$ cat src/rtl/mod_addsub_pipe_if.sv
// Handshake and data bundle for the pipelined modular adder/subtractor.
// The upstream producer drives the master modport and the arithmetic block
// uses the slave modport.
interface mod_addsub_pipe_if #(
  parameter int DATA_WID = 12,
  parameter int LANES    = 4
);

  logic                      in_valid;
  logic                      in_ready;
  logic                      in_op;
  logic [LANES*DATA_WID-1:0] in_a;
  logic [LANES*DATA_WID-1:0] in_b;
  logic                      out_valid;
  logic                      out_ready;
  logic [LANES*DATA_WID-1:0] out_sum;
  logic [LANES-1:0]          out_err;

  modport master (
    output in_valid, in_op, in_a, in_b, out_ready,
    input  in_ready, out_valid, out_sum, out_err
  );

  modport slave (
    input  in_valid, in_op, in_a, in_b, out_ready,
    output in_ready, out_valid, out_sum, out_err
  );

endinterface

$ cat src/rtl/mod_addsub_pipe.sv
// mod_addsub_pipe: LANES-wide modular add/subtract (mod Q) in a two-stage
// valid/ready pipeline. Stage 1 forms the raw CLA result and a correction
// flag per lane, stage 2 folds the result back into [0, Q-1].
// Optional macro MODADD_RANGE_CHK_EN: flags lanes whose operands are >= Q,
// forcing that lane's result to 0 and raising its out_err bit. Without the
// macro no comparators are built and out_err is tied low.
module mod_addsub_pipe #(
  parameter int DATA_WID = 12,
  parameter int Q        = 3329,
  parameter int LANES    = 4
) (
  input logic              clk,
  input logic              rst,
  mod_addsub_pipe_if.slave bus
);

  localparam int RW = DATA_WID + 1;
  localparam logic [RW-1:0] QR = RW'(Q);

  logic                      w_en1;
  logic                      w_en2;
  logic [LANES-1:0][RW:0]    w_s1Add;
  logic [LANES-1:0]          w_s1Corr;
  logic [LANES*DATA_WID-1:0] w_s2Sum;

  logic                      r_s1Valid;
  logic                      r_s1Op;
  logic [LANES-1:0][RW-1:0]  r_s1Raw;
  logic [LANES-1:0]          r_s1Corr;
  logic                      r_s2Valid;
  logic [LANES*DATA_WID-1:0] r_outSum;

`ifdef MODADD_RANGE_CHK_EN
  logic [LANES-1:0] w_s1Err;
  logic [LANES-1:0] r_s1Err;
  logic [LANES-1:0] r_outErr;
`endif

  // Carry-lookahead add returning {carry_out, sum}; carries come from the
  // generate/propagate terms so the adder flattens into lookahead logic.
  function automatic logic [RW:0] claAdd(input logic [RW-1:0] x,
                                         input logic [RW-1:0] y,
                                         input logic          cin);
    logic [RW-1:0] gen;
    logic [RW-1:0] prop;
    logic [RW:0]   carry;
    gen      = x & y;
    prop     = x ^ y;
    carry    = '0;
    carry[0] = cin;
    for (int k = 0; k < RW; k++) begin
      carry[k+1] = gen[k] | (prop[k] & carry[k]);
    end
    return {carry[RW], prop ^ carry[RW-1:0]};
  endfunction

  // Back-pressure: each stage may load when it is empty or its consumer drains it.
  assign w_en2         = ~r_s2Valid | bus.out_ready;
  assign w_en1         = ~r_s1Valid | w_en2;
  assign bus.in_ready  = w_en1;
  assign bus.out_valid = r_s2Valid;
  assign bus.out_sum   = r_outSum;
`ifdef MODADD_RANGE_CHK_EN
  assign bus.out_err   = r_outErr;
`else
  assign bus.out_err   = '0;
`endif

  // Stage 1 arithmetic: subtract is a + ~b + 1, borrow is the missing carry out.
  always_comb begin
    w_s1Add  = '0;
    w_s1Corr = '0;
    for (int l = 0; l < LANES; l++) begin
      w_s1Add[l] = claAdd({1'b0, bus.in_a[l*DATA_WID +: DATA_WID]},
                          bus.in_op ? ~{1'b0, bus.in_b[l*DATA_WID +: DATA_WID]}
                                    :  {1'b0, bus.in_b[l*DATA_WID +: DATA_WID]},
                          bus.in_op);
      w_s1Corr[l] = bus.in_op ? ~w_s1Add[l][RW] : (w_s1Add[l][RW-1:0] >= QR);
    end
  end

`ifdef MODADD_RANGE_CHK_EN
  // Operand range check, one pair of comparators per lane.
  always_comb begin
    w_s1Err = '0;
    for (int l = 0; l < LANES; l++) begin
      w_s1Err[l] = ({1'b0, bus.in_a[l*DATA_WID +: DATA_WID]} >= QR) |
                   ({1'b0, bus.in_b[l*DATA_WID +: DATA_WID]} >= QR);
    end
  end
`endif

  // Stage 1 register: captures raw result, correction flag and op on acceptance.
  always_ff @(posedge clk) begin
    if (rst) begin
      r_s1Valid <= 1'b0;
      r_s1Op    <= 1'b0;
      r_s1Raw   <= '0;
      r_s1Corr  <= '0;
`ifdef MODADD_RANGE_CHK_EN
      r_s1Err   <= '0;
`endif
    end else if (w_en1) begin
      r_s1Valid <= bus.in_valid;
      if (bus.in_valid) begin
        r_s1Op   <= bus.in_op;
        r_s1Corr <= w_s1Corr;
        for (int l = 0; l < LANES; l++) begin
          r_s1Raw[l] <= w_s1Add[l][RW-1:0];
        end
`ifdef MODADD_RANGE_CHK_EN
        r_s1Err  <= w_s1Err;
`endif
      end
    end
  end

  // Stage 2 correction: fold by -Q after an add overflow, +Q after a borrow.
  always_comb begin
    w_s2Sum = '0;
    for (int l = 0; l < LANES; l++) begin
      if (r_s1Corr[l]) begin
        w_s2Sum[l*DATA_WID +: DATA_WID] = r_s1Op ? DATA_WID'(r_s1Raw[l] + QR)
                                                 : DATA_WID'(r_s1Raw[l] - QR);
      end else begin
        w_s2Sum[l*DATA_WID +: DATA_WID] = r_s1Raw[l][DATA_WID-1:0];
      end
`ifdef MODADD_RANGE_CHK_EN
      if (r_s1Err[l]) begin
        w_s2Sum[l*DATA_WID +: DATA_WID] = '0;
      end
`endif
    end
  end

  // Stage 2 register: holds the presented result steady while stalled.
  always_ff @(posedge clk) begin
    if (rst) begin
      r_s2Valid <= 1'b0;
      r_outSum  <= '0;
`ifdef MODADD_RANGE_CHK_EN
      r_outErr  <= '0;
`endif
    end else if (w_en2) begin
      r_s2Valid <= r_s1Valid;
      if (r_s1Valid) begin
        r_outSum <= w_s2Sum;
`ifdef MODADD_RANGE_CHK_EN
        r_outErr <= r_s1Err;
`endif
      end
    end
  end

endmodule

$ cat src/flat_wrapper.sv
// flat-port wrapper written by rule: the top's interface ports become plain ports
module mod_addsub_pipe_flat 
#(
  parameter int DATA_WID = 12,
  parameter int Q        = 3329,
  parameter int LANES    = 4
)
  (clk, rst, bus_in_valid, bus_in_op, bus_in_a, bus_in_b, bus_out_ready, bus_in_ready, bus_out_valid, bus_out_sum, bus_out_err);
  mod_addsub_pipe_if #(.DATA_WID(DATA_WID), .LANES(LANES)) bus_i ();
  input logic clk;
  input logic rst;
  input wire logic [$bits(bus_i.in_valid)-1:0] bus_in_valid;
  input wire logic [$bits(bus_i.in_op)-1:0] bus_in_op;
  input wire logic [$bits(bus_i.in_a)-1:0] bus_in_a;
  input wire logic [$bits(bus_i.in_b)-1:0] bus_in_b;
  input wire logic [$bits(bus_i.out_ready)-1:0] bus_out_ready;
  output wire logic [$bits(bus_i.in_ready)-1:0] bus_in_ready;
  output wire logic [$bits(bus_i.out_valid)-1:0] bus_out_valid;
  output wire logic [$bits(bus_i.out_sum)-1:0] bus_out_sum;
  output wire logic [$bits(bus_i.out_err)-1:0] bus_out_err;
  assign bus_i.in_valid = bus_in_valid;
  assign bus_i.in_op = bus_in_op;
  assign bus_i.in_a = bus_in_a;
  assign bus_i.in_b = bus_in_b;
  assign bus_i.out_ready = bus_out_ready;
  assign bus_in_ready = bus_i.in_ready;
  assign bus_out_valid = bus_i.out_valid;
  assign bus_out_sum = bus_i.out_sum;
  assign bus_out_err = bus_i.out_err;
  mod_addsub_pipe #(.DATA_WID(DATA_WID), .Q(Q), .LANES(LANES)) u_core (.clk(clk), .rst(rst), .bus(bus_i));
endmodule
$ cat config.mk
export PLATFORM = sky130hd
export DESIGN_NAME = mod_addsub_pipe_flat
export DESIGN_NICKNAME = d
export VERILOG_FILES = /design/src/rtl/mod_addsub_pipe_if.sv /design/src/rtl/mod_addsub_pipe.sv /design/src/flat_wrapper.sv
export SDC_FILE = /design/constraint.sdc
export NUM_CORES = 1
export LEC_CHECK = 0
export CAP_MARGIN = 20
export CORE_UTILIZATION = 53
export DETAILED_ROUTE_END_ITERATION = 6
export GPL_TIMING_DRIVEN = 0
export PLACE_DENSITY = 0.82
export SLEW_MARGIN = 15
export SYNTH_ARGS = -nofsm -noshare
export SYNTH_HDL_FRONTEND = slang
export SYNTH_SLANG_ARGS = --single-unit
$ cat constraint.sdc
create_clock -name clk -period 8.9 [get_ports clk]
set_input_delay 1.78 -clock clk [delete_from_list [all_inputs] [get_ports clk]]
set_output_delay 1.78 -clock clk [all_outputs]
set_load 0.05 [all_outputs]
Yosys cells after proc, flatten, opt, wreduce, memory -nomap -nowiden --
Cells that the tools add are included.
Storage, ports and cells: flip-flop bits (word level) 103, word-level logic and storage cells 167
Operators by class: multiplexer cells 16, add/subtract/negate cells 8, bitwise gates (word level) 128, magnitude comparators 4, reductions and logical operators 2
Operator list (number):
- 2-to-1 mux 12 bit | 8
- OR 1 bit | 54
- AND 1 bit | 52
- AND 12 x 13 -> 13 bit | 4
- >= comparator 13 x 12 -> 1 bit (second input constant) | 4
- 2-to-1 mux 13 bit | 4
- inverter 12 -> 13 bit | 4
- bitwise XOR 12 x 13 -> 13 bit | 4
- bitwise XOR 13 bit | 4
- adder 12 bit (second input constant) | 4
- subtractor 12 bit (second input constant) | 4
- inverter 1 bit | 6
- 2-to-1 mux 1 bit | 4
- AND reduction 2 bit | 2

Depth between registers and ports, before layout --
Gate-level depths: netlist of the first run.
depth after elaboration 31, depth in mapped cells 23

Least setup slack after synthesis of the first run --
No wires, ideal clock.
kind input to register, start input bus_in_op, end register u_core.r_s1Corr[1], data required time 8.830 ns, slack 1.748 ns, arrival 7.082 ns, library setup time 0.070 ns, stages on the path 22, path buffers 2, cell sequence clkbuf_1 buf_1 xor2_1 fa_1 fa_1 inv_1 fa_1 fa_1 inv_1 fa_1 inv_1 fa_1 fa_1 inv_1 fa_1 fa_1 fa_1 inv_1 fa_1 or3b_2 a31o_2 a21oi_1
Between the ends: cells in the longest elaborated chain, start to end 30, elaborated cells between the ends (all ways) 33, those cells by class 1 x order compare; 2 x mux; 30 x bitwise
RTL lines:
- start, declared | RTL line flat_wrapper.sv:13 | input wire logic [$bits(bus_i.in_op)-1:0] bus_in_op;
- branches (longest 29 deep; another with 2-to-1 mux 13 bit)
- 2-to-1 mux 1 bit * | RTL line mod_addsub_pipe.sv:78 | w_s1Corr[l] = bus.in_op ? ~w_s1Add[l][RW] : (w_s1Add[l][RW-1:0] >= QR);
- end signal, assigned | RTL line mod_addsub_pipe.sv:107 | r_s1Corr <= w_s1Corr;
- end, declared | RTL line mod_addsub_pipe.sv:29 | logic [LANES-1:0] r_s1Corr;
Every way passes the cells marked *. A chain may end at the register's enable or synchronous reset.

Worst setup path in the final report of the first run --
start input bus_in_op, end register u_core.r_s1Corr[2]
Same word-level chain as after synthesis.

==> results of run 1 <==
-- metrics by stage --
step	area, µm²	utilization [%]	setup WS (ns)	hold slack [ns]	std cells
3_3_place_gp	9203	66.56	0.5756	0.4402	1196
3_5_place_dp	9214	66.64	0.4783	0.4509	1197
5_1_grt	9482	68.57	0.9280	0.4899	1211
2_1_floorplan	7496	-	1.748	0.4492	868
6_report	9482	68.57	1.203	0.4586	1211
4_1_cts	9467	68.46	0.8428	0.4602	1210
-- area by class of cell --
cell class | instances | share of cell area [%]
Inverter | 52 | 2.059
Clock inverter | 2 | 0.1056
Tap cell | 180 | 2.375
Multi-Input combinational cell | 660 | 52.93
Buffer | 53 | 2.323
Timing Repair Buffer | 150 | 15.90
Sequential cell | 103 | 21.75
Clock buffer | 11 | 2.560
-- worst max-delay path, delay by kind of cell --
| kind | cells | cell delay [ns] |
|---|---|---|
| buf+inv | 5 | 1.63 |
| compound gates | 3 | 0.71 |
| fa+ha+maj | 11 | 3.59 |
| xor+xnor | 1 | 0.25 |
-- final timing paths --
kind / startpoint / endpoint / slack [ns]
max: bus_in_op / u_core.r_s1Corr[2] / 1.20
min: u_core.bus.out_sum[2] / u_core.bus.out_sum[2] / 0.46
max reg2reg: u_core.r_s1Op / u_core.bus.out_sum[23] / 5.01
min reg2reg: u_core.bus.out_sum[2] / u_core.bus.out_sum[2] / 0.46
-- cell families (layout without fill, tap and decap cells) --
kind of cell / count (synthesis) / after routing / share of synthesized area (%)
AO/OA/AOI/OAI: 227 / 227 / 19.79
AND/OR/NAND/NOR: 224 / 224 / 13.37
buffers and inverters: 105 / 268 / 5.550
flip-flops: 103 / 103 / 27.55
XOR/XNOR: 91 / 91 / 10.65
adder cells (fa/ha/maj): 88 / 88 / 19.53
multiplexers: 26 / 26 / 3.511
other: 1 / 4 / 0.05010
-- cell usage after synthesis (30+ instances only) --
cell type,instances
xor2_1,36
o21ai_0,30
ha_1,40
dfxtp_1,103
clkbuf_1,38
nor2_1,78
a211oi_1,62
nand2_1,81
inv_1,52
xnor2_1,55
a21oi_1,70
fa_1,48
-- state kept, by name, summed over array words and instances (netlist names) --
signal / count
u_core.bus.out_sum: 48
u_core.r_s1Valid: 1
u_core.r_s1Corr: 4
u_core.bus.out_valid: 1
u_core.r_s1Raw: 48
u_core.r_s1Op: 1
-- layer usage --
metal  vias up  global-route usage, %  routed length (µm)
met1      3205                  36.20                8775
met4         0                  11.42                 582
met2       288                  51.54               10130
met5         -                      0                   0
li1       3335                      -                   -
met3        43                  5.660                1456
-- cell usage in the layout (no fill, tap or decap), types with 3 or more instances in the layout --
cell type        Yosys  final
a2111oi_0            3      3
a211oi_1            62     62
a21o_1              13     13
a21oi_1             70     70
a221oi_1             4      4
a311oi_1             8      8
a31oi_1              5      5
and3_1               5      5
buf_1                6      6
buf_2                3      3
buf_4                4      4
clkbuf_1            38     39
clkbuf_16            0      9
clkdlybuf4s50_1      0    148
conb_1               1      4
dfxtp_1            103    103
fa_1                48     48
ha_1                40     40
inv_1               52     52
mux2i_1             24     24
nand2_1             81     81
nand2b_1             3      3
nand3_1              8      8
nand4_1              8      8
nand4b_1             3      3
nor2_1              78     78
nor2b_1              5      5
nor3_1              10     10
nor4_1               5      5
o211ai_1             6      6
o21ai_0             30     30
o21bai_1             7      7
o22ai_1              3      3
o2bb2ai_1            3      3
or3_1               10     10
xnor2_1             55     55
xor2_1              36     36
-- where the power goes --
| group | internal, W | leakage, nW | switching (W) |
|---|---|---|---|
| Combinational | 0.000302 | 2.74 | 0.000388 |
| Clock | 0.000192 | 0.127 | 0.000170 |
| Sequential | 0.000506 | 0.850 | 0.0000387 |
| Total | 0.00100 | 3.72 | 0.000596 |
==> out/metrics.cfg, run 1 <==
[outcome]
outcome = finished clean

[power_and_ir_drop]
peakVddDrop_uv = 120.3
p_leak_nw = 3.719
power_w = 0.001597
power_density_nw_per_um2 = 168.4

[floorplan]
rows = 43
num_io_pins = 155
dieArea_um2 = 14600
die_width_um = 120.8
coreArea_um2 = 13830
initial_core_util_pct = 54.13
die_h_um = 120.8

[detailed_routing]
viasPerCell = 5.674
via_count = 6871
firstDrtPassIters = 5
drtAntennaViolNets = 0
drt_iter0_markers = 470
wl_per_cell_um = 17.29
drc = 0
drt_wl_total_um = 20940

[clock_tree]
cts_num_sinks = 103
cts-root-buf = clkbuf_16
htreeDepth = 3
clk_path_buf_depth = 2
cts_hold_buf = 0
cts_buffers = 9
clkLatencyLatePin_ns = 0.35
ctsResizeCount = 0
cts_tree = yes
cts_setup_buffers = 0
clk_pin_slew_ns = 0.07

[worst_setup_path]
cpPeakStageDelay_ns = 0.74
crit_type = in -> reg
cp_common_cell = fa_1
worstSetupStartpointType = primary input
slowest_stage = clkbuf_1
cp_cell_sequence = clkbuf_1, clkbuf_1, xor2_1, fa_1, inv_1, fa_1, fa_1, fa_1, fa_1, fa_1, fa_1, inv_1, fa_1, fa_1, fa_1, inv_1, fa_1, o311ai_0, o211ai_1, a21oi_1
crit_path_max_fanout = 10
crit_path_end_kind = flip-flop
reg2reg_depth = 10
cp.required_ns = 9.18
cp_data_arrival_time_ns = 7.97

[sta]
rsz0062_at_grt = false
relSlewSlack_pct = 32.41
slew_viol_final = 0
layout_min_cycle_time_ns = 7.697
max_freq_mhz = 129.9
tightest_slew_ns = 1.014
min_period_over_period_pct = 86.48
hold_viol = 0
setup_viol = 0
tns_ns = 0
fin_skew_ns = 0.006049

[worst_hold_path]
holdPathStages = 2
min_path_type = reg -> reg

[final_layout]
multi_input_area_um2 = 5019
drive_gt1_share_pct = 3.104
nNetsFinal = 1218
area_delta_synth_final_pct = 26.68
seq_area_um2 = 2062
fillers = 1156
num_antenna_cells = 0

[logic_synthesis]
synth_edf_count = 0
synth.area.top_cells = dfxtp_1 28%, fa_1 13%, ha_1 6.7%, xnor2_1 6.4%, a211oi_1 6.2%
synth.cell_area_um2 = 7485
synth_seq_cells = 103
async_flop_share_pct = 0
synthCells = 865
synth_top_area_share_pct = 27.55
syn_area_per_cell_um2 = 8.653
yosysSeqAreaShare_pct = 27.55
synth_flop_cell = dfxtp_1
yosysUniqueCellTypes = 52
ys_warn_count = 0
yosysTopAreaCell = dfxtp_1

[placed_design]
gp_congestion = 0.9256
dpl.hpwl_um = 16400
portBuffers = 148

[grt]
grt_max_degree = 46
grt_usage_pct = 29.72
overflow = 0
grt_pass1_vias = 6695
antenna_found_initial = 0
grt_pass1_wl_um = 33240

[job]
maxCapViolations = 0

Note: power is estimated with default switching activity, not from simulation.
==> inputs of run 2 (changes only) <==
--- a/config.mk
+++ b/config.mk
@@ -6,10 +6,11 @@
 export NUM_CORES = 1
 export LEC_CHECK = 0
 export CAP_MARGIN = 20
-export CORE_UTILIZATION = 53
+export CORE_UTILIZATION = 57
+export CTS_BUF_LIST = sky130_fd_sc_hd__clkbuf_4 sky130_fd_sc_hd__clkbuf_8 sky130_fd_sc_hd__clkbuf_16
 export DETAILED_ROUTE_END_ITERATION = 6
 export GPL_TIMING_DRIVEN = 0
-export PLACE_DENSITY = 0.82
+export PLACE_DENSITY = 0.88
 export SLEW_MARGIN = 15
 export SYNTH_ARGS = -nofsm -noshare
 export SYNTH_HDL_FRONTEND = slang
==> constraint.sdc (replaced) <==
create_clock -name clk -period 9.45 [get_ports clk]
set_input_delay 1.89 -clock clk [delete_from_list [all_inputs] [get_ports clk]]
set_output_delay 1.89 -clock clk [all_outputs]
set_load 0.1 [all_outputs]
==> run 2 against run 1 <==
Net effect:
- sequential share of layout area is 0.077 points lower
- clock power is 13% higher
- combinational power is 5.1% higher
- critical endpoint is now u_core.r_s1Corr[1]
==> out/metrics.cfg, run 2 (same netlist as run 1, synthesis figures left out) <==
[final_layout]
fillers = 941
num_antenna_cells = 0
area_delta_synth_final_pct = 27.13
drive_gt1_share_pct = 3.295
seq_area_um2 = 2062
layout_common_cells = 148 x clkdlybuf4s50_1, 103 x dfxtp_1, 81 x nand2_1, 78 x nor2_1, 70 x a21oi_1
nNetsFinal = 1216
final_common_cell = clkdlybuf4s50_1
multi_input_area_um2 = 5019

[sta]
tns_ns = 0
slew_viol_final = 0
rsz0062_at_grt = false
setup_ws_ns = 1.222
relSlewSlack_pct = 25.57
fin_skew_ns = 0.01220
whs_ns = 0.4653
layout_min_cycle_time_ns = 8.228
tightest_slew_ns = 1.117
max_freq_mhz = 121.5
setup_viol = 0
hold_viol = 0
min_period_over_period_pct = 87.06

[worst_hold_path]
min_path_type = reg -> reg
min-delay-start = u_core.bus.out_sum[14]
holdPathStages = 2

[clock_tree]
clk_path_buf_depth = 2
cts_setup_buffers = 0
htreeDepth = 3
cts_hold_buf = 0
cts-root-buf = clkbuf_16
clkLatencyLatePin_ns = 0.36
cts_tree = yes
clk_pin_slew_ns = 0.08
ctsResizeCount = 0
cts_num_sinks = 103
cts_buffers = 9

[grt]
grt_usage_pct = 33.37
antenna_found_initial = 0
overflow = 0
grt_pass1_wl_um = 34310
grt_max_degree = 46
grt_pass1_vias = 7074

[floorplan]
num_io_pins = 155
die_h_um = 116.6
dieArea_um2 = 13590
die_width_um = 116.6
initial_core_util_pct = 58.83
rows = 41
coreArea_um2 = 12720

[placed_design]
gp_congestion = 0.9532
portBuffers = 148
place_ws_ns = 0.9943
dpl.hpwl_um = 16580

[detailed_routing]
drt_iter0_markers = 658
drt_wl_total_um = 21950
firstDrtPassIters = 5
viasPerCell = 5.975
drtAntennaViolNets = 0
drc = 0
via_count = 7194
wl_per_cell_um = 18.23

[power_and_ir_drop]
peakVddDrop_uv = 106.1
power_density_nw_per_um2 = 172.9
power_w = 0.001645
p_leak_nw = 3.730

[worst_setup_path]
crit_path_max_fanout = 10
reg2reg_from = u_core.r_s1Op
cp.required_ns = 9.72
worstSetupStartpointType = primary input
reg2reg_depth = 10
crit_type = in -> reg
cp_data_arrival_time_ns = 8.50
crit_path_end_kind = flip-flop
critPathLaunch = bus_in_op

[outcome]
outcome = finished clean

[job]
maxCapViolations = 0

==> run 2: changes by cell type in the layout (fill, tap and decap cells not counted), sizes merged <==
cell,change
bufinv,+2
clkbuf,-2
clkinvlp,+2
buf,-2
clkinv,+1
==> run 2: worst paths after layout <==
kind | end | slack, ns
worst min-delay path | u_core.bus.out_sum[14] | 0.47
worst max-delay path | u_core.r_s1Corr[1] | 1.22
worst max register to register | u_core.bus.out_sum[23] | 5.51
worst min register to register | u_core.bus.out_sum[14] | 0.47
==> run 2: through the flow <==
stage,instance area (µm²),utilization (%),std cells
floorplan,7496,-,868
CTS,9515,74.79,1204
global route,9515,74.79,1204
finish,9515,74.79,1204
global placement,9193,72.26,1188
detailed placement,9193,72.26,1188
==> run 2: final cells by class <==
type                    instances  area share [%]
flip-flops and latches        103           21.67
repair buffers                148           15.57
clock buffers                   9           2.367
inverters                      52           2.051
plain buffers                  53           2.314
multi-input cells             660           52.74
well taps                     172           2.262
clock inverters                 7           1.026
==> run 2: per-layer routing <==
| metal | up-vias | wire (µm) | GRT usage [%] | share of wire (%) |
|---|---|---|---|---|
| li1 | 3327 | - | - | - |
| met2 | 404 | 10560 | 57.99 | 48 |
| met1 | 3389 | 8344 | 39.63 | 38 |
| met4 | 0 | 957 | 16.12 | 4.4 |
| met3 | 74 | 2090 | 6.383 | 9.5 |
| met5 | - | 0 | 0 | 0 |
==> run 2: power by group <==
part	switching, W	leakage, nW	internal [W]
logic	0.000439	2.73	0.000285
registers	0.0000363	0.850	0.000477
clock network	0.000175	0.152	0.000233
==> run 2: critical path, stage by stage <==
cell and delay (ns):
clkbuf_1 0.72, buf_1 0.90, xor2_1 0.20, fa_1 0.45, fa_1 0.36, inv_1 0.07, fa_1 0.22, fa_1 0.18
inv_1 0.05, fa_1 0.37, inv_1 0.08, fa_1 0.22, fa_1 0.19, inv_1 0.06, fa_1 0.37, fa_1 0.39
fa_1 0.37, inv_1 0.09, fa_1 0.42, or3b_2 0.48, a31o_2 0.25, a21oi_1 0.14
